<file path="config.mk">
export PLATFORM = sky130hd
export DESIGN_NAME = lcd_bus_arbiter
export DESIGN_NICKNAME = d
export VERILOG_FILES = /design/src/rtl/lcd_pkg.sv /design/src/rtl/rr_pick.sv /design/src/rtl/lcd_bus_arbiter.sv
export SDC_FILE = /design/constraint.sdc
export NUM_CORES = 1
export LEC_CHECK = 0
export ABC_AREA = 1
export CORE_MARGIN = 2
export CORE_UTILIZATION = 50
export CTS_CLUSTER_SIZE = 40
export DETAILED_ROUTE_END_ITERATION = 10
export GPL_TIMING_DRIVEN = 0
export PLACE_DENSITY = 0.89
export SLEW_MARGIN = 20
export SYNTH_ARGS = -nofsm -noshare
export SYNTH_HDL_FRONTEND = slang
export SYNTH_SLANG_ARGS = --single-unit
</file>
<file path="constraint.sdc">
create_clock -name clk -period 2.59 [get_ports clk]
set_clock_uncertainty 0.05 [all_clocks]
set_input_delay 0.518 -clock clk [delete_from_list [all_inputs] [get_ports clk]]
set_output_delay 0.518 -clock clk [all_outputs]
set_load 0.02 [all_outputs]
</file>
<file path="src/rtl/lcd_pkg.sv">
// -----------------------------------------------------------------------------
// lcd_pkg
// Shared definitions for the LCD byte path: byte width, the handful of panel
// command opcodes the requesters emit, RS/DC line encodings, the arbiter state
// type and a helper that sizes the stall counter.
// No ports (package).
// -----------------------------------------------------------------------------
package lcd_pkg;

    localparam int BYTE_W = 8;

    localparam logic [7:0] CMD_SLPOUT = 8'h11;
    localparam logic [7:0] CMD_CASET  = 8'h2A;
    localparam logic [7:0] CMD_RASET  = 8'h2B;
    localparam logic [7:0] CMD_RAMWR  = 8'h2C;

    localparam logic RS_CMD  = 1'b0;
    localparam logic RS_DATA = 1'b1;

    typedef enum logic {
        ARB_IDLE = 1'b0,
        ARB_XFER = 1'b1
    } arbState_e;

    // The stall counter must hold the release threshold and is never
    // narrower than a byte, so small thresholds still get a sane counter.
    function automatic int stallWidth(input int maxCount);
        int w;
        w = $clog2(maxCount + 1);
        return (w > 8) ? w : 8;
    endfunction

endpackage

</file>
<file path="src/rtl/rr_pick.sv">
// -----------------------------------------------------------------------------
// rr_pick
// Combinational rotating priority encoder used to pick the next bus owner.
// Ports:
//   req     in  NREQ   : request vector
//   ptr     in  IDX_W  : index of the previous winner (rotating mode)
//   fixed   in  1      : 1 = lowest index wins, 0 = search from ptr+1
//   win     out NREQ   : one-hot winner, zero when no request
//   win_idx out IDX_W  : binary index of the winner
// -----------------------------------------------------------------------------
module rr_pick
    import lcd_pkg::*;
#(
    parameter int NREQ  = 2,
    parameter int IDX_W = (NREQ > 1) ? $clog2(NREQ) : 1
) (
    input  logic [NREQ-1:0]  req,
    input  logic [IDX_W-1:0] ptr,
    input  logic             fixed,
    output logic [NREQ-1:0]  win,
    output logic [IDX_W-1:0] win_idx
);

    int               cand;
    logic [IDX_W-1:0] candIdx;
    logic             found;

    // Walk the requesters in priority order and keep the first one that is
    // requesting. In rotating mode the walk begins just after the previous
    // winner so that every requester gets a turn.
    always_comb begin
        win     = '0;
        win_idx = '0;
        found   = 1'b0;
        cand    = 0;
        candIdx = '0;
        for (int k = 0; k < NREQ; k++) begin
            if (fixed) begin
                cand = k;
            end else begin
                cand = (int'(ptr) + 1 + k) % NREQ;
            end
            candIdx = IDX_W'(cand);
            if (!found && req[candIdx]) begin
                found        = 1'b1;
                win[candIdx] = 1'b1;
                win_idx      = candIdx;
            end
        end
    end

endmodule

</file>
<file path="src/rtl/lcd_bus_arbiter.sv">
// -----------------------------------------------------------------------------
// lcd_bus_arbiter
// Packet-granular arbiter sharing one LCD byte serializer among NREQ byte
// stream requesters. An owner keeps the bus from its first byte through the
// byte flagged last, so command parameters and pixel bursts stay contiguous.
// Ports:
//   clk        in  1        : serializer clock
//   reset      in  1        : asynchronous, active-high reset
//   req_valid  in  NREQ     : requester i has a byte
//   req_data   in  8*NREQ   : byte of requester i in [8i+7:8i]
//   req_rs     in  NREQ     : RS/DC of that byte (0 command, 1 data)
//   req_last   in  NREQ     : byte ends the packet
//   req_ready  out NREQ     : byte of requester i accepted this cycle
//   grant      out NREQ     : one-hot owner, or zero
//   ser_data   out 8        : byte to the serializer
//   ser_rs     out 1        : RS/DC, held until the next launch
//   ser_irdy   out 1        : ser_data is valid
//   ser_ordy   in  1        : serializer takes the byte when ser_irdy is high
//   busy       out 1        : grant held or output register full
//   stall_err  out 1        : one-cycle pulse on forced release
// -----------------------------------------------------------------------------
module lcd_bus_arbiter
    import lcd_pkg::*;
#(
    parameter int NREQ       = 2,
    parameter int FIXED_PRIO = 0,
    parameter int STALL_MAX  = 255
) (
    input  logic                     clk,
    input  logic                     reset,
    input  logic [NREQ-1:0]          req_valid,
    input  logic [BYTE_W*NREQ-1:0]   req_data,
    input  logic [NREQ-1:0]          req_rs,
    input  logic [NREQ-1:0]          req_last,
    output logic [NREQ-1:0]          req_ready,
    output logic [NREQ-1:0]          grant,
    output logic [BYTE_W-1:0]        ser_data,
    output logic                     ser_rs,
    output logic                     ser_irdy,
    input  logic                     ser_ordy,
    output logic                     busy,
    output logic                     stall_err
);

    localparam int                 IDX_W     = (NREQ > 1) ? $clog2(NREQ) : 1;
    localparam int                 STALL_W   = stallWidth(STALL_MAX);
    localparam logic [STALL_W-1:0] STALL_LIM = STALL_W'(STALL_MAX);

    arbState_e            state_q, state_d;
    logic [NREQ-1:0]      grant_q, grant_d;
    logic [IDX_W-1:0]     ptr_q, ptr_d;
    logic [STALL_W-1:0]   stall_q, stall_d;
    logic                 stallErr_q, stallErr_d;
    logic [BYTE_W-1:0]    serData_q, serData_d;
    logic                 serRs_q, serRs_d;
    logic                 serIrdy_q, serIrdy_d;

    logic [NREQ-1:0]      pickWin;
    logic [IDX_W-1:0]     pickIdx;
    logic                 ownValid;
    logic [BYTE_W-1:0]    ownData;
    logic                 ownRs;
    logic                 ownLast;
    logic                 outRoom;
    logic                 accept;
    logic                 launch;
    logic [STALL_W-1:0]   stallInc;

    rr_pick #(
        .NREQ  (NREQ),
        .IDX_W (IDX_W)
    ) u_rr_pick (
        .req     (req_valid),
        .ptr     (ptr_q),
        .fixed   (FIXED_PRIO != 0),
        .win     (pickWin),
        .win_idx (pickIdx)
    );

    // Select the current owner's byte stream. grant_q is one-hot or zero, so
    // at most one iteration matches.
    always_comb begin
        ownValid = 1'b0;
        ownData  = '0;
        ownRs    = RS_CMD;
        ownLast  = 1'b0;
        for (int i = 0; i < NREQ; i++) begin
            if (grant_q[i]) begin
                ownValid = req_valid[i];
                ownData  = req_data[i*BYTE_W +: BYTE_W];
                ownRs    = req_rs[i];
                ownLast  = req_last[i];
            end
        end
    end

    // A byte can be taken whenever the output register is empty or is being
    // launched this very cycle; the latter gives back-to-back bytes.
    always_comb begin
        outRoom   = ~serIrdy_q | ser_ordy;
        req_ready = '0;
        if (state_q == ARB_XFER) begin
            req_ready = grant_q & req_valid & {NREQ{outRoom}};
        end
        accept = |req_ready;
        launch = serIrdy_q & ser_ordy;
    end

    // Output register: refill on every accepted byte, otherwise empty it once
    // the serializer has taken the byte. Data and RS are left untouched on a
    // launch so ser_rs stays put until the next accepted byte.
    always_comb begin
        serData_d = serData_q;
        serRs_d   = serRs_q;
        serIrdy_d = serIrdy_q;
        if (accept) begin
            serData_d = ownData;
            serRs_d   = ownRs;
            serIrdy_d = 1'b1;
        end else if (launch) begin
            serIrdy_d = 1'b0;
        end
    end

    // Arbitration FSM. IDLE registers the picked winner; XFER holds the grant
    // until the last byte is accepted or the owner has gone quiet for
    // STALL_MAX cycles. The stall check looks at the incremented value so the
    // release lands STALL_MAX+1 cycles after the owner's last activity.
    always_comb begin
        state_d    = state_q;
        grant_d    = grant_q;
        ptr_d      = ptr_q;
        stall_d    = stall_q;
        stallErr_d = 1'b0;
        stallInc   = (stall_q == '1) ? stall_q : stall_q + 1'b1;
        case (state_q)
            ARB_IDLE: begin
                if (|req_valid) begin
                    state_d = ARB_XFER;
                    grant_d = pickWin;
                    ptr_d   = pickIdx;
                    stall_d = '0;
                end
            end
            ARB_XFER: begin
                if (accept) begin
                    stall_d = '0;
                    if (ownLast) begin
                        state_d = ARB_IDLE;
                        grant_d = '0;
                    end
                end else if (!ownValid) begin
                    stall_d = stallInc;
                    if (stallInc >= STALL_LIM) begin
                        state_d    = ARB_IDLE;
                        grant_d    = '0;
                        stall_d    = '0;
                        stallErr_d = 1'b1;
                    end
                end
            end
            default: begin
                state_d = ARB_IDLE;
                grant_d = '0;
            end
        endcase
    end

    // State registers. Reset points ptr at the top requester so the first
    // rotating search starts at requester 0.
    always_ff @(posedge clk or posedge reset) begin
        if (reset) begin
            state_q    <= ARB_IDLE;
            grant_q    <= '0;
            ptr_q      <= IDX_W'(NREQ - 1);
            stall_q    <= '0;
            stallErr_q <= 1'b0;
            serData_q  <= '0;
            serRs_q    <= RS_DATA;
            serIrdy_q  <= 1'b0;
        end else begin
            state_q    <= state_d;
            grant_q    <= grant_d;
            ptr_q      <= ptr_d;
            stall_q    <= stall_d;
            stallErr_q <= stallErr_d;
            serData_q  <= serData_d;
            serRs_q    <= serRs_d;
            serIrdy_q  <= serIrdy_d;
        end
    end

    assign grant     = grant_q;
    assign ser_data  = serData_q;
    assign ser_rs    = serRs_q;
    assign ser_irdy  = serIrdy_q;
    assign stall_err = stallErr_q;
    assign busy      = (state_q == ARB_XFER) | serIrdy_q;

endmodule
</file>
==> run metrics, run 1 <==
sort of element at the start of the critical path flip-flop; setup TNS 0 ns; clock-pin transition on the worst setup and hold timing paths 0.14 ns; antenna violations before repair 0; unrepaired setup endpoints after global routing false; portion of the post-synthesis area used by sequential elements 42.7%; buffer levels on the longest clock path 2; worst max-slew margin expressed relative to the limit 41.0%; layout overhead on the synthesized area 34.8%; peak ir drop on the vdd network 0.730 mV; row count 18; routability congestion estimate 0.907; ANT cells 0; leading cell type in the layout, fill and taps excluded nand2_1; wire length of the first global-routing pass 5.44 mm; drt wl/cell 12.8 um; Final Hold Viols 0; largest net degree at the start of global routing 24; TritonCTS clock tree yes; top achievable clock speed 455 MHz; leakage component of the power 0.870 nW; GRT Resource Usage Total 22.3%; buffers added on ports 40; share of synthesized flip-flops with an asynchronous set or reset 100%; YS warnings 0; remaining number of nets flagged by the antenna check after routing 0; I/O pins 41; number of maximum-capacitance constraint violations 0; endpoint arrival time on the critical path 1.63 ns; post-detailed-route DRC marker count 0; ranking of synthesized cells by area dfrtp_1, nand2_1, inv_1; dpl hpwl 2.50 mm; Clock Latency Late Sink 0.33 ns; initial standard-cell utilization of the core 53.6%; syn nets 208; measured slew at the worst slew-check pin 0.884 ns; share of the synthesized area in compound gates (AO/OA/AOI/OAI) 16.9%; worst hold path type flip-flop to flip-flop; main combinational cell family by area after synthesis simple AND/OR/NAND/NOR gates; drt total wl 3.27 mm; dominant synthesized flop cell dfrtp_1; maximum level of the CTS H-tree 1; share of final-layout standard cells stronger than drive strength 1 11.5%; Inserted Clock Buffers 3; clock tree root driver cell clkbuf_4; least setup slack across all paths after layout 0.394 ns; top cell type by total area after synthesis dfrtp_1; peak per-stage delay on the critical path 0.55 ns; post-synthesis instance total 182; vias in the first global route 1235; total setup buffers inserted after CTS 0; Final min period 2.20 ns; area of the core 2520 um2; adder and majority cell fraction of the synthesized area 0.925%; sink count of the clock tree 23; global-route congestion overflow total 0; height of the chip 56.0 um; Buf/Inv on CP 1; portion of synthesized cell area occupied by the leading cell type 38.9%; critical path required time 2.02 ns; Mean Syn Cell Area 7.43 um2; drt via density 5.16; Slew Viols, Final 0; critical path capture point type primary output; Synth Area in XOR/XNOR 0.648%; Setup Crit Path Kind flip-flop to primary output; simple-gate area share of the yosys netlist 30.3%; number of library cell types mapped by synthesis 25; Power Dens Cells 908 nW/um2; mux contribution to synthesized area 0%; pre-CTS setup slack 0.0391 ns; post-layout net count 253; Die Footprint 3140 um2; status finished, final reports clean; cell at the slowest stage of the critical path clkdlybuf4s50_1; Largest delay share family, worst path buffers and inverters; x dimension of the die 56.0 um; ordered list of cells on the worst path or2_2 > clkdlybuf4s50_1; commonest non-fill, non-tap cells in the layout nand2_1, clkdlybuf4s50_1, inv_1; Synth Register Bits 23; First DRT Iteration DRCs 32; Final setup violation count 0; number of vias in the routed layout 1322; total iterations of the first detailed-routing run 4; cell area after technology mapping 1350 um2; final worst-path cycle share 84.8%; Post-synth EDFFs 0; maximum fanout count along the critical path 6
==> synth_stat cells (2+ instances only) <==
library cell  number
a22oi_1           10
buf_2              4
dfrtp_1           21
dfstp_2            2
inv_1             22
inv_2              2
nand2_1           55
nand2_2            6
nand2_4            2
nand3_1            7
nand4_1            2
nor2_1            13
nor2_2             2
nor2_4             2
o21ai_0           15
o22ai_1            8
==> sequential cells by signal, indices dropped and copies added, names as in the netlist <==
register   flops
ptr_q          1
stall_err      1
ser_irdy       1
state_q        1
ser_data       8
grant          2
stall_q        8
ser_rs         1
==> where the power goes <==
part | switching [mW] | internal (mW)
Sequential | 0.0901 | 0.487
Combinational | 0.518 | 0.380
Clock | 0.122 | 0.0581
==> final timing paths <==
kind                                          from                      end  slack [ns]  cells after the start
setup reg to reg            stall_q[1]$_DFFE_PP0P_     grant[1]$_DFFE_PP0P_        0.72                     12
min in group asynchronous                    reset  ser_data[2]$_DFFE_PP0P_        0.61                      2
hold / removal             ser_data[5]$_DFFE_PP0P_  ser_data[5]$_DFFE_PP0P_        0.45                      2
hold reg to reg            ser_data[5]$_DFFE_PP0P_  ser_data[5]$_DFFE_PP0P_        0.45                      2
setup / recovery                 state_q$_DFF_PP0_                     busy        0.39                      2
max in group asynchronous                    reset   stall_q[5]$_DFFE_PP0P_        1.34                      2
==> cells by family after synthesis <==
group,count (synthesis)
adders and majority gates,1
AOI/OAI and AO/OA,37
DFF,23
and+or+nand+nor,91
buffers and inverters,29
xor gates and xnor gates,1
==> timing repair <==
item,4_1_cts,5_1_grt
gates resized for setup,0,2
endpoints found under the setup margin,0,2
hold buffers,0,0
==> metrics by stage <==
step                cells  hold WS [ns]  total power [mW]  area (um2)  util [%]
floorplan             182         0.445              1.15        1350         -
global placement      252         0.415              1.47        1790      71.0
detailed placement    252         0.422              1.48        1790      71.0
CTS                   256         0.454              1.67        1820      72.1
global route          256         0.486              1.78        1820      72.3
finish                256         0.450              1.66        1820      72.3
==> layer usage <==
metal / part of all wire, % / vias up / GRT usage [%] / wire length (um)
met1: 46 / 602 / 28.3 / 1490
li1: - / 678 / - / -
met4: 2.5 / 0 / 10.9 / 82
met2: 48 / 35 / 36.5 / 1570
met3: 3.6 / 7 / 3.72 / 116
met5: 0 / - / 0 / 0
==> tightest hold or removal path: cells and delay by family (launching register included) <==
family	cells	cell delay (ns)
AND/OR/NAND/NOR	1	0.05
AO/OA/AOI/OAI	1	0.05
flip-flops	1	0.37
==> cell type report <==
type / count / area, um2
fillers: 202 / 699
multi-input cells: 130 / 661
flip-flops and latches: 23 / 578
repair buffers: 40 / 405
inverters: 25 / 93.8
well taps: 30 / 37.5
clock buffers: 3 / 22.5
plain buffers: 4 / 20.0
clock inverters: 1 / 5.00
(Power assumes the default switching activity.)
==> run 2: changes to the inputs <==
--- a/config.mk
+++ b/config.mk
@@ -7,11 +7,11 @@
 export LEC_CHECK = 0
 export ABC_AREA = 1
 export CORE_MARGIN = 2
-export CORE_UTILIZATION = 50
+export CORE_UTILIZATION = 42
 export CTS_CLUSTER_SIZE = 40
 export DETAILED_ROUTE_END_ITERATION = 10
 export GPL_TIMING_DRIVEN = 0
-export PLACE_DENSITY = 0.89
+export PLACE_DENSITY = 0.81
 export SLEW_MARGIN = 20
 export SYNTH_ARGS = -nofsm -noshare
 export SYNTH_HDL_FRONTEND = slang
==> constraint.sdc (replaced) <==
create_clock -name clk -period 1.8 [get_ports clk]
set_clock_uncertainty 0.05 [all_clocks]
set_input_delay 0.36 -clock clk [delete_from_list [all_inputs] [get_ports clk]]
set_output_delay 0.36 -clock clk [all_outputs]
set_load 0.02 [all_outputs]
==> run 2 against run 1 <==
Against the previous run:
- critical path depth did not move
- non-clock buffer count rose by 6
- critical path type unchanged
- register-to-register slack got worse by 0.70 ns
- global-route usage fell by 2.8 points
- wire length rose by 7.7%
- setup slack got worse by 0.39 ns
- via count rose by 5.4%
- hold slack improved by 0.0014 ns
- sequential power rose by 45%
- critical endpoint unchanged
- cell count rose by 7.8%
==> run metrics, run 2 (same netlist as run 1, synthesis figures left out) <==
ANT cells 0 (unchanged); worst min-delay path startpoint ser_data[0]$_DFFE_PP0P_; hold buffer count at CTS 0 (unchanged); leakage component of the power 0.924 nW (+6.3%); ordered list of cells on the worst path or2_2 > dlygate4sd2_1; dpl hpwl 2.52 mm (+0.77%); maximum fanout count along the critical path 6 (unchanged); internal power summed over all cells 1.48 mW (+60%); drt via density 5.05 (-2.2%); number of maximum-capacitance constraint violations 0 (unchanged); final instance area 1960 um2 (+7.7%); post-layout net count 259 (+2.4%); top achievable clock speed 557 MHz; vias in the first global route 1209 (-2.1%); height of the chip 60.8 um (+8.5%); peak ir drop on the vdd network 0.776 mV (+6.3%); area of the core 3050 um2 (+21%); peak per-stage delay on the critical path 0.45 ns (-0.10 ns); maximum level of the CTS H-tree 1 (unchanged); Net Switching 1.14 mW (+56%); area of placed instances 1810 um2 (+0.98%); endpoint arrival time on the critical path 1.38 ns (-0.25 ns); worst flop-to-flop path startpoint stall_q[1]$_DFFE_PP0P_; combinational group share of total power 58.5% (+4.3 points); total iterations of the first detailed-routing run 5 (+1); worst reg2reg endpoint stall_q[1]$_DFFE_PP0P_; buffer levels on the longest clock path 2 (unchanged); unrepaired setup endpoints after global routing true; First DRT Iteration DRCs 68 (+110%); critical path capture point type primary output; Clock Latency Late Sink 0.32 ns (about the same); post-detailed-route DRC marker count 0 (unchanged); GRT Resource Usage Total 19.5% (-2.8 points); measured slew at the worst slew-check pin 0.871 ns (-0.0127 ns); drt total wl 3.52 mm (+7.7%); initial standard-cell utilization of the core 44.3% (-9.3 points); Final min period 1.79 ns; row count 20 (+2); clock-pin transition on the worst setup and hold timing paths 0.14 ns (about the same); Power Dens Cells 1330 nW/um2 (+47%); TritonCTS clock tree yes; worst hold path type flip-flop to flip-flop; share of total power in the clock network 9.6% (-1.3 points); sort of element at the start of the critical path flip-flop; routability congestion estimate 0.894 (-1.5%); antenna violations before repair 0 (unchanged); leading cell type in the layout, fill and taps excluded nand2_1; final worst-path cycle share 99.7%; Final setup violation count 0 (unchanged); share of final-layout standard cells stronger than drive strength 1 19.0% (+7.5 points); Setup Crit Path Kind flip-flop to primary output; Inserted Clock Buffers 3 (unchanged); Final Hold Viols 0 (unchanged); cell at the slowest stage of the critical path dfrtp_1; Worst Hold Path EP ser_data[0]$_DFFE_PP0P_; buffers added on ports 40 (unchanged); clock tree root driver cell clkbuf_4; drt wl/cell 12.8 um (about the same); Die Footprint 3690 um2 (+18%); WHS Path Cells 2 (unchanged); worst max-slew margin expressed relative to the limit 41.8% (+0.85 points); wire length of the first global-routing pass 5.37 mm (-1.4%); sink count of the clock tree 23 (unchanged); remaining number of nets flagged by the antenna check after routing 0 (unchanged); global-route congestion overflow total 0 (unchanged); status finished, final reports clean; launching element of the worst setup path state_q$_DFF_PP0_; critical path required time 1.39 ns (-0.63 ns); fraction of power spent switching nets 43.5% (-0.58 points); number of vias in the routed layout 1394 (+5.4%); commonest non-fill, non-tap cells in the layout nand2_1, clkdlybuf4s50_1, inv_1, dfrtp_1, o21ai_0; setup slack of the worst register-to-register path 0.02 ns (-0.70 ns); least setup slack across all paths after layout 0.00535 ns (-0.389 ns); largest net degree at the start of global routing 24 (unchanged); layout overhead on the synthesized area 45.1%; worst reg-to-reg path cell count 11 (-1); x dimension of the die 60.8 um (+8.5%); pre-CTS setup slack -0.413 ns (-0.452 ns); Slew Viols, Final 0 (unchanged); I/O pins 41 (unchanged); part of the power in registers 31.9% (-3.0 points)
[run 2: cell types whose count changed in the layout (fill, tap and decap cells not counted), sizes merged]
cell           change
buf                +7
clkdlybuf4s50      -5
clkbuf             +1
dlygate4sd2        +3
[run 2: per-layer routing]
metal	global-route usage (%)	part of all wire (%)	vias to the layer above
li1	-	-	689
met1	26.3	44	662
met2	32.6	51	36
met3	2.56	3.2	7
met4	6.21	1.6	0
met5	0	0	-
[run 2: final cells by class]
| type | count | area [um2] |
|---|---|---|
| clock inverters | 1 | 5.00 |
| plain buffers | 4 | 22.5 |
| fillers | 276 | 1090 |
| flip-flops and latches | 23 | 578 |
| inverters | 25 | 93.8 |
| clock buffers | 3 | 22.5 |
| multi-input cells | 130 | 716 |
| repair buffers | 46 | 470 |
| well taps | 44 | 55.1 |
[run 2: worst max path at each step]
| stage | depth (start not counted) | endpoint | slack, ns |
|---|---|---|---|
| 6_report | 2 | busy | 0.005 |
| 5_1_grt | 12 | grant[0]$_DFFE_PP0P_ | -0.10 |
| 4_1_cts | 2 | busy | 0.0009 |
| 3_5_place_dp | 6 | req_ready[0] | -0.41 |
| 3_3_place_gp | 6 | req_ready[0] | -0.41 |
| 2_1_floorplan | 8 | ser_data[0]$_DFFE_PP0P_ | 0.10 |
[run 2: through the flow]
stage	setup TNS, ns	total power [mW]	cells	hold WS (ns)	util, %
2_1_floorplan	0	1.65	182	0.310	-
3_3_place_gp	-4.76	2.12	266	0.417	59.2
3_5_place_dp	-4.88	2.15	266	0.423	59.2
4_1_cts	0	2.38	271	0.454	60.0
5_1_grt	-0.733	2.81	276	0.493	64.3
6_report	0	2.62	276	0.451	64.3
[run 2: power by group through the flow]
stage	Sequential (mW)	Combinational, mW	Clock [mW]
5_1_grt	0.860	1.68	0.272
3_5_place_dp	0.845	1.30	0
3_3_place_gp	0.842	1.28	0
4_1_cts	0.826	1.30	0.253
6_report	0.835	1.53	0.253
2_1_floorplan	0.970	0.678	0
[run 2: critical path: cells and delay by family (launching register included)]
family	cells	cell delay, ns
simple gates	1	0.29
flops	1	0.45
buf+inv	1	0.33
[run 2: timing repair]
item	CTS	global route
gates resized for setup	12	19
setup buffers	1	5
setup endpoints to repair	7	17
pin swaps	0	5
